### config.mk
export PLATFORM = sky130hd
export DESIGN_NAME = seq_unit_p_flat
export DESIGN_NICKNAME = d
export VERILOG_FILES = /design/src/rtl/seq_unit_pkg.sv /design/src/rtl/seq_unit_p_if.sv /design/src/rtl/seq_unit_dp.sv /design/src/rtl/seq_unit_p.sv /design/src/flat_wrapper.sv
export SDC_FILE = /design/constraint.sdc
export NUM_CORES = 1
export LEC_CHECK = 0
export ABC_AREA = 1
export ABC_CLOCK_PERIOD_IN_PS = 4500
export CAP_MARGIN = 15
export CORE_ASPECT_RATIO = 0.7
export CORE_MARGIN = 3
export CORE_UTILIZATION = 45
export DETAILED_ROUTE_END_ITERATION = 7
export GPL_ROUTABILITY_DRIVEN = 0
export MAX_ROUTING_LAYER = met4
export PLACE_DENSITY = 0.73
export SLEW_MARGIN = 5
export SYNTH_ARGS = -nofsm -noshare
export SYNTH_HDL_FRONTEND = slang
export SYNTH_SLANG_ARGS = --single-unit
### constraint.sdc
create_clock -name clk -period 4.5 [get_ports clk]
set_clock_uncertainty 0.05 [all_clocks]
set_input_delay 0.9 -clock clk [delete_from_list [all_inputs] [get_ports clk]]
set_output_delay 0.9 -clock clk [all_outputs]
set_load 0.05 [all_outputs]
### src/rtl/seq_unit_pkg.sv
`default_nettype none
// +----------------------------------------------------------------------------+
// | Module   : seq_unit_pkg                                                    |
// | Brief    : State and operation codes shared by the seq_unit_p slice.       |
// | Revision : 1.0                                                             |
// +----------------------------------------------------------------------------+
package seq_unit_pkg;

    typedef enum logic [1:0] {
        ST_IDLE = 2'b00,
        ST_RUN  = 2'b01,
        ST_DONE = 2'b10
    } state_t;

    typedef enum logic [1:0] {
        OP_INC = 2'b00,
        OP_DEC = 2'b01,
        OP_SHL = 2'b10,
        OP_ACC = 2'b11
    } op_t;

endpackage
`default_nettype wire

### src/rtl/seq_unit_p_if.sv
`default_nettype none
// +----------------------------------------------------------------------------+
// | Module   : seq_unit_p_if                                                   |
// | Brief    : Stimulus/result bundle between the sequencer and its users.     |
// | Revision : 1.0                                                             |
// +----------------------------------------------------------------------------+
interface seq_unit_p_if #(
    parameter int W  = 8,
    parameter int SW = 3
);
    logic [W-1:0]  x;
    logic [1:0]    on;
    logic          start;
    logic          abort;
    logic [W-1:0]  y;
    logic [SW-1:0] s;
    logic          b;
    logic [1:0]    regime;
    logic          active;

    modport master (
        output x, on, start, abort,
        input  y, s, b, regime, active
    );

    modport slave (
        input  x, on, start, abort,
        output y, s, b, regime, active
    );
endinterface
`default_nettype wire

### src/rtl/seq_unit_dp.sv
`default_nettype none
// +----------------------------------------------------------------------------+
// | Module   : seq_unit_dp                                                     |
// | Brief    : Result, operand, step counter and sticky flag with the op mux.  |
// | Revision : 1.0                                                             |
// +----------------------------------------------------------------------------+
module seq_unit_dp
    import seq_unit_pkg::*;
#(
    parameter int W  = 8,
    parameter int SW = 3
) (
    input  wire logic          clk,
    input  wire logic          rst,
    input  wire logic          load_i,
    input  wire logic          step_i,
    input  wire logic [W-1:0]  x_i,
    input  wire op_t           op_i,
    output logic      [W-1:0]  y_o,
    output logic      [SW-1:0] s_o,
    output logic               b_o
);

    logic [W-1:0]  y_q,  y_d;
    logic [W-1:0]  xr_q, xr_d;
    logic [SW-1:0] s_q,  s_d;
    logic          b_q,  b_d;
    op_t           op_q, op_d;

    logic [W-1:0]  w_next_y;
    logic          w_flag;

    // Candidate step result and the carry/borrow/shift-out it produces.
    always_comb begin
        w_next_y = y_q;
        w_flag   = 1'b0;
        case (op_q)
            OP_INC: {w_flag, w_next_y} = {1'b0, y_q} + (W+1)'(1);
            OP_DEC: begin
                w_next_y = y_q - W'(1);
                w_flag   = (y_q == '0);
            end
            OP_SHL: begin
                w_next_y = {y_q[W-2:0], 1'b0};
                w_flag   = y_q[W-1];
            end
            OP_ACC: {w_flag, w_next_y} = {1'b0, y_q} + {1'b0, xr_q};
            default: begin
                w_next_y = y_q;
                w_flag   = 1'b0;
            end
        endcase
    end

    always_comb begin
        y_d  = y_q;
        xr_d = xr_q;
        s_d  = s_q;
        b_d  = b_q;
        op_d = op_q;
        if (load_i) begin
            y_d  = x_i;
            xr_d = x_i;
            op_d = op_i;
            s_d  = '0;
            b_d  = 1'b0;
        end else if (step_i) begin
            y_d = w_next_y;
            s_d = s_q + SW'(1);
            b_d = b_q | w_flag;
        end
    end

    always_ff @(posedge clk or posedge rst) begin
        if (rst) begin
            y_q  <= '0;
            xr_q <= '0;
            s_q  <= '0;
            b_q  <= 1'b0;
            op_q <= OP_INC;
        end else begin
            y_q  <= y_d;
            xr_q <= xr_d;
            s_q  <= s_d;
            b_q  <= b_d;
            op_q <= op_d;
        end
    end

    assign y_o = y_q;
    assign s_o = s_q;
    assign b_o = b_q;

endmodule
`default_nettype wire

### src/rtl/seq_unit_p.sv
`default_nettype none
// +----------------------------------------------------------------------------+
// | Module   : seq_unit_p                                                      |
// | Brief    : Start/run/done sequencer applying one of four ops STEPS times.  |
// | Revision : 1.0                                                             |
// +----------------------------------------------------------------------------+
module seq_unit_p
    import seq_unit_pkg::*;
#(
    parameter int W     = 8,
    parameter int SW    = 3,
    parameter int STEPS = 5
) (
    input  wire logic   clk,
    input  wire logic   rst,
    seq_unit_p_if.slave bus
);

    if (STEPS < 1 || STEPS > (2**SW) - 1) begin : g_steps_range_check
        $error("seq_unit_p: STEPS must lie in 1..2**SW-1");
    end

    state_t        state_q, state_d;
    logic          w_load;
    logic          w_step;
    logic          w_last;
    logic [SW-1:0] w_s;

    assign w_last = ({1'b0, w_s} + (SW+1)'(1)) == (SW+1)'(STEPS);

    // Abort outranks both the step and the completion; DONE waits for start to drop.
    always_comb begin
        state_d = state_q;
        w_load  = 1'b0;
        w_step  = 1'b0;
        case (state_q)
            ST_IDLE: begin
                if (bus.start) begin
                    w_load  = 1'b1;
                    state_d = ST_RUN;
                end
            end
            ST_RUN: begin
                if (bus.abort) begin
                    state_d = ST_IDLE;
                end else begin
                    w_step = 1'b1;
                    if (w_last) begin
                        state_d = ST_DONE;
                    end
                end
            end
            ST_DONE: begin
                if (!bus.start) begin
                    state_d = ST_IDLE;
                end
            end
            default: state_d = ST_IDLE;
        endcase
    end

    always_ff @(posedge clk or posedge rst) begin
        if (rst) begin
            state_q <= ST_IDLE;
        end else begin
            state_q <= state_d;
        end
    end

    seq_unit_dp #(
        .W  (W),
        .SW (SW)
    ) u_dp (
        .clk    (clk),
        .rst    (rst),
        .load_i (w_load),
        .step_i (w_step),
        .x_i    (bus.x),
        .op_i   (op_t'(bus.on)),
        .y_o    (bus.y),
        .s_o    (w_s),
        .b_o    (bus.b)
    );

    assign bus.s      = w_s;
    assign bus.regime = state_q;
    assign bus.active = (state_q == ST_RUN);

endmodule
`default_nettype wire

### src/flat_wrapper.sv
// flat-port wrapper written by rule: the top's interface ports become plain ports
module seq_unit_p_flat import seq_unit_pkg::*;
#(
    parameter int W     = 8,
    parameter int SW    = 3,
    parameter int STEPS = 5
)
  (clk, rst, bus_x, bus_on, bus_start, bus_abort, bus_y, bus_s, bus_b, bus_regime, bus_active);
  seq_unit_p_if #(.W(W), .SW(SW)) bus_i ();
  input  wire logic clk;
  input  wire logic rst;
  input wire logic [$bits(bus_i.x)-1:0] bus_x;
  input wire logic [$bits(bus_i.on)-1:0] bus_on;
  input wire logic [$bits(bus_i.start)-1:0] bus_start;
  input wire logic [$bits(bus_i.abort)-1:0] bus_abort;
  output wire logic [$bits(bus_i.y)-1:0] bus_y;
  output wire logic [$bits(bus_i.s)-1:0] bus_s;
  output wire logic [$bits(bus_i.b)-1:0] bus_b;
  output wire logic [$bits(bus_i.regime)-1:0] bus_regime;
  output wire logic [$bits(bus_i.active)-1:0] bus_active;
  assign bus_i.x = bus_x;
  assign bus_i.on = bus_on;
  assign bus_i.start = bus_start;
  assign bus_i.abort = bus_abort;
  assign bus_y = bus_i.y;
  assign bus_s = bus_i.s;
  assign bus_b = bus_i.b;
  assign bus_regime = bus_i.regime;
  assign bus_active = bus_i.active;
  seq_unit_p #(.W(W), .SW(SW), .STEPS(STEPS)) u_core (.clk(clk), .rst(rst), .bus(bus_i));
endmodule
==> impl_metrics.csv <==
group,metric,value,unit
critical_path,cp-start-kind,"flip-flop",
timing,finalSetupTns,0,ns
global_routing,grt_max_degree,25,
layout,layout.cells.non_filler,369,
hold_path,worstHoldPathCells,2,
power,p_leak,0.00115,uW
critical_path,critPathBufInv,1,
route,drt-total-wl,5150,um
cts,numCtsBuffers,3,
cts,hold_buffers,0,
timing,max_slew_margin,36.2,%
layout,register_area,601,um2
floorplanning,io_pins,29,
layout,multi_input_area,0.00117,mm2
critical_path,crit_family,"buffers and inverters",
critical_path,crit_path_top_delay_cell,"clkdlybuf4s50_1",
cts,cts_htree_levels,1,
hold_path,hold_class,"reg -> reg",
placement,dpl.hpwl,3930,um
synthesis,yosysWarnings,0,
synthesis,synth.largest_area_cell,"dfrtp_1",
timing,period_share,61.4,%
timing,worst_slew_pin_slew,0.955,ns
critical_path,cp.depth,1,
cts,worst_skew_pair.late_latency,0.27,ns
global_routing,track_usage,20.8,%
floorplanning,coreArea,0.00407,mm2
floorplanning,die-area,0.00522,mm2
timing,rsz0062_at_grt,"false",
global_routing,first_global_vias,1754,
synthesis,syn_nets,320,
synthesis,synth.distinct_cells,33,
cts,clkTransAtPathRegs,0.09,ns
power,peakVddDrop,0.398,mV
run,drv_cap,0,
synthesis,syn-mean-instance-area,6.74,um2
timing,finalMaxSlewViolations,0,
critical_path,setup.worst_path.class,"reg -> out",
layout,final_util,57.4,%
route,wl_per_cell,14.0,um
critical_path,worstPathMaxFanout,11,
layout,nets,346,
floorplanning,die_x,85.1,um
critical_path,worst_setup_path_end_kind,"primary output",
critical_path,arrival,1.81,ns
timing,post-route-min-period,2.76,ns
global_routing,overflow,0,
synthesis,yosysSeqAreaShare,30.5,%
synthesis,synthCells,292,
critical_path,max_stage_delay,0.90,ns
layout,diodes,0,
cts,cts_buffer_depth,2,
run_status,status,"finished clean",
route,drtIter0Drc,206,
timing,setup_violations,0,
route,detail-route-antenna-nets,0,
cts,tritoncts,"done",
power,power_density,851,mW/mm2
synthesis,synth_top_area_share,30.5,%
route,drc_errors,0,
route,num_vias,1972,
synthesis,synth_top_cells_by_area,"dfrtp_1 30%, nand2_1 18%, ha_1 8.3%, nand3_1 6.9%, inv_1 5.3%",
layout,syn_to_final_growth,18.6,%
floorplanning,rows,19,
cts,post_cts_resized,0,
layout,final_cell_mix,"94 x nand2_1, 28 x inv_1, 28 x clkdlybuf4s50_1, 27 x nand3_1",
placement,io_buffers,28,
floorplanning,initial_utilization,48.4,%
synthesis,netlist_area,0.00197,mm2
timing,fmax,362,MHz
cts,clockRootBuffer,"clkbuf_8",
global_routing,grt_pass1_wl,8340,um
layout,layout_commonest_cell,"nand2_1",
critical_path,crit_chain,"clkdlybuf4s50_1",
route,dr.pass1.iters,4,
layout,num-fill-cells,392,
global_routing,antenna_found_initial,0,
synthesis,synth-seq-cells,24,
placement,place_inst,365,
critical_path,critPathRequiredTime,3.55,ns
cts,cts.sinks,24,
cts,post_cts_buffers,0,
layout,drive_gt1_share,7.26,%
route,vias_per_cell,5.34,
critical_path,r2r_cells,10,
timing,finalHoldViolations,0,
floorplanning,fp.dieH,61.4,um
[cell families after synthesis]
family / after synthesis / synth area share [%]
buffers and inverters: 45 / 9.85
flip-flops: 24 / 30.5
XOR/XNOR: 2 / 0.890
AO/OA/AOI/OAI: 42 / 11.8
adder cells (fa/ha/maj): 14 / 9.28
AND/OR/NAND/NOR: 165 / 37.7
[power breakdown]
part | internal, uW | switching (uW) | leakage [uW]
Sequential | 313 | 167 | 0.000295
Clock | 119 | 75.8 | 0.0000357
Combinational | 453 | 860 | 0.000824
Total | 885 | 1100 | 0.00115
[stage by stage]
step / setup WS, ns / total power [uW] / hold WS [ns] / area, um2
2_1_floorplan: 2.12 / 1450 / 0.403 / 1970
3_3_place_gp: 1.77 / 1750 / 0.422 / 2260
3_5_place_dp: 1.69 / 1780 / 0.428 / 2260
4_1_cts: 1.72 / 1980 / 0.449 / 2330
5_1_grt: 1.68 / 2160 / 0.478 / 2330
6_report: 1.74 / 1990 / 0.444 / 2330
[path summary, 6_finish.rpt]
kind	from	end	slack, ns
hold reg to reg	u_core.u_dp.xr_q[0]	u_core.u_dp.xr_q[0]	0.44
setup / recovery	u_core.u_dp.y_o[2]	bus_y[2]	1.74
setup reg to reg	u_core.u_dp.y_o[0]	u_core.u_dp.b_o	2.36
max in group asynchronous	rst	u_core.u_dp.xr_q[3]	2.73
min in group asynchronous	rst	u_core.u_dp.xr_q[7]	1.09
hold / removal	u_core.u_dp.xr_q[0]	u_core.u_dp.xr_q[0]	0.44
[synth_stat cells]
cell type  number
o21a_1          1
xnor2_1         1
o22ai_1         2
a21oi_2         1
a31oi_1         4
o21ai_0        16
o221ai_1        1
xor2_1          1
inv_1          28
o211ai_1        2
nor2_4          3
clkinv_1        3
dfrtp_1        24
or2_1           1
nand2_2         2
nand3_1        27
nor3b_1         1
nor2_2          2
nor3_1          1
fa_1            1
o21ai_1         4
nand2_1        94
nand3b_1        2
buf_6           1
buf_4           4
a21oi_1        11
nand4_1         4
buf_2           2
nor2_1         24
nand3_2         3
ha_1           13
nor3_4          1
inv_2           7
[layer usage]
layer	up-vias	share of wire (%)	global-route usage [%]
met5	-	0	-
met4	0	0.25	3.39
met3	4	7.5	4.95
met2	68	42	30.1
met1	902	50	30.1
li1	998	-	-
[registers in the layout, indices dropped and copies added (netlist names)]
signal / cells
u_core.u_dp.s_o: 3
u_core.u_dp.b_o: 1
u_core.u_dp.xr_q: 8
u_core.u_dp.op_q: 2
u_core.u_dp.y_o: 8
u_core.bus.regime: 2
[cell type report]
cell class	instances	share of cell area, %
well taps	52	2.79
flip-flops and latches	24	25.7
multi-input cells	223	50.3
inverters	38	6.11
clock inverters	1	1.29
repair buffers	28	12.0
clock buffers	3	1.77
Power figures use the tool's default switching activity.
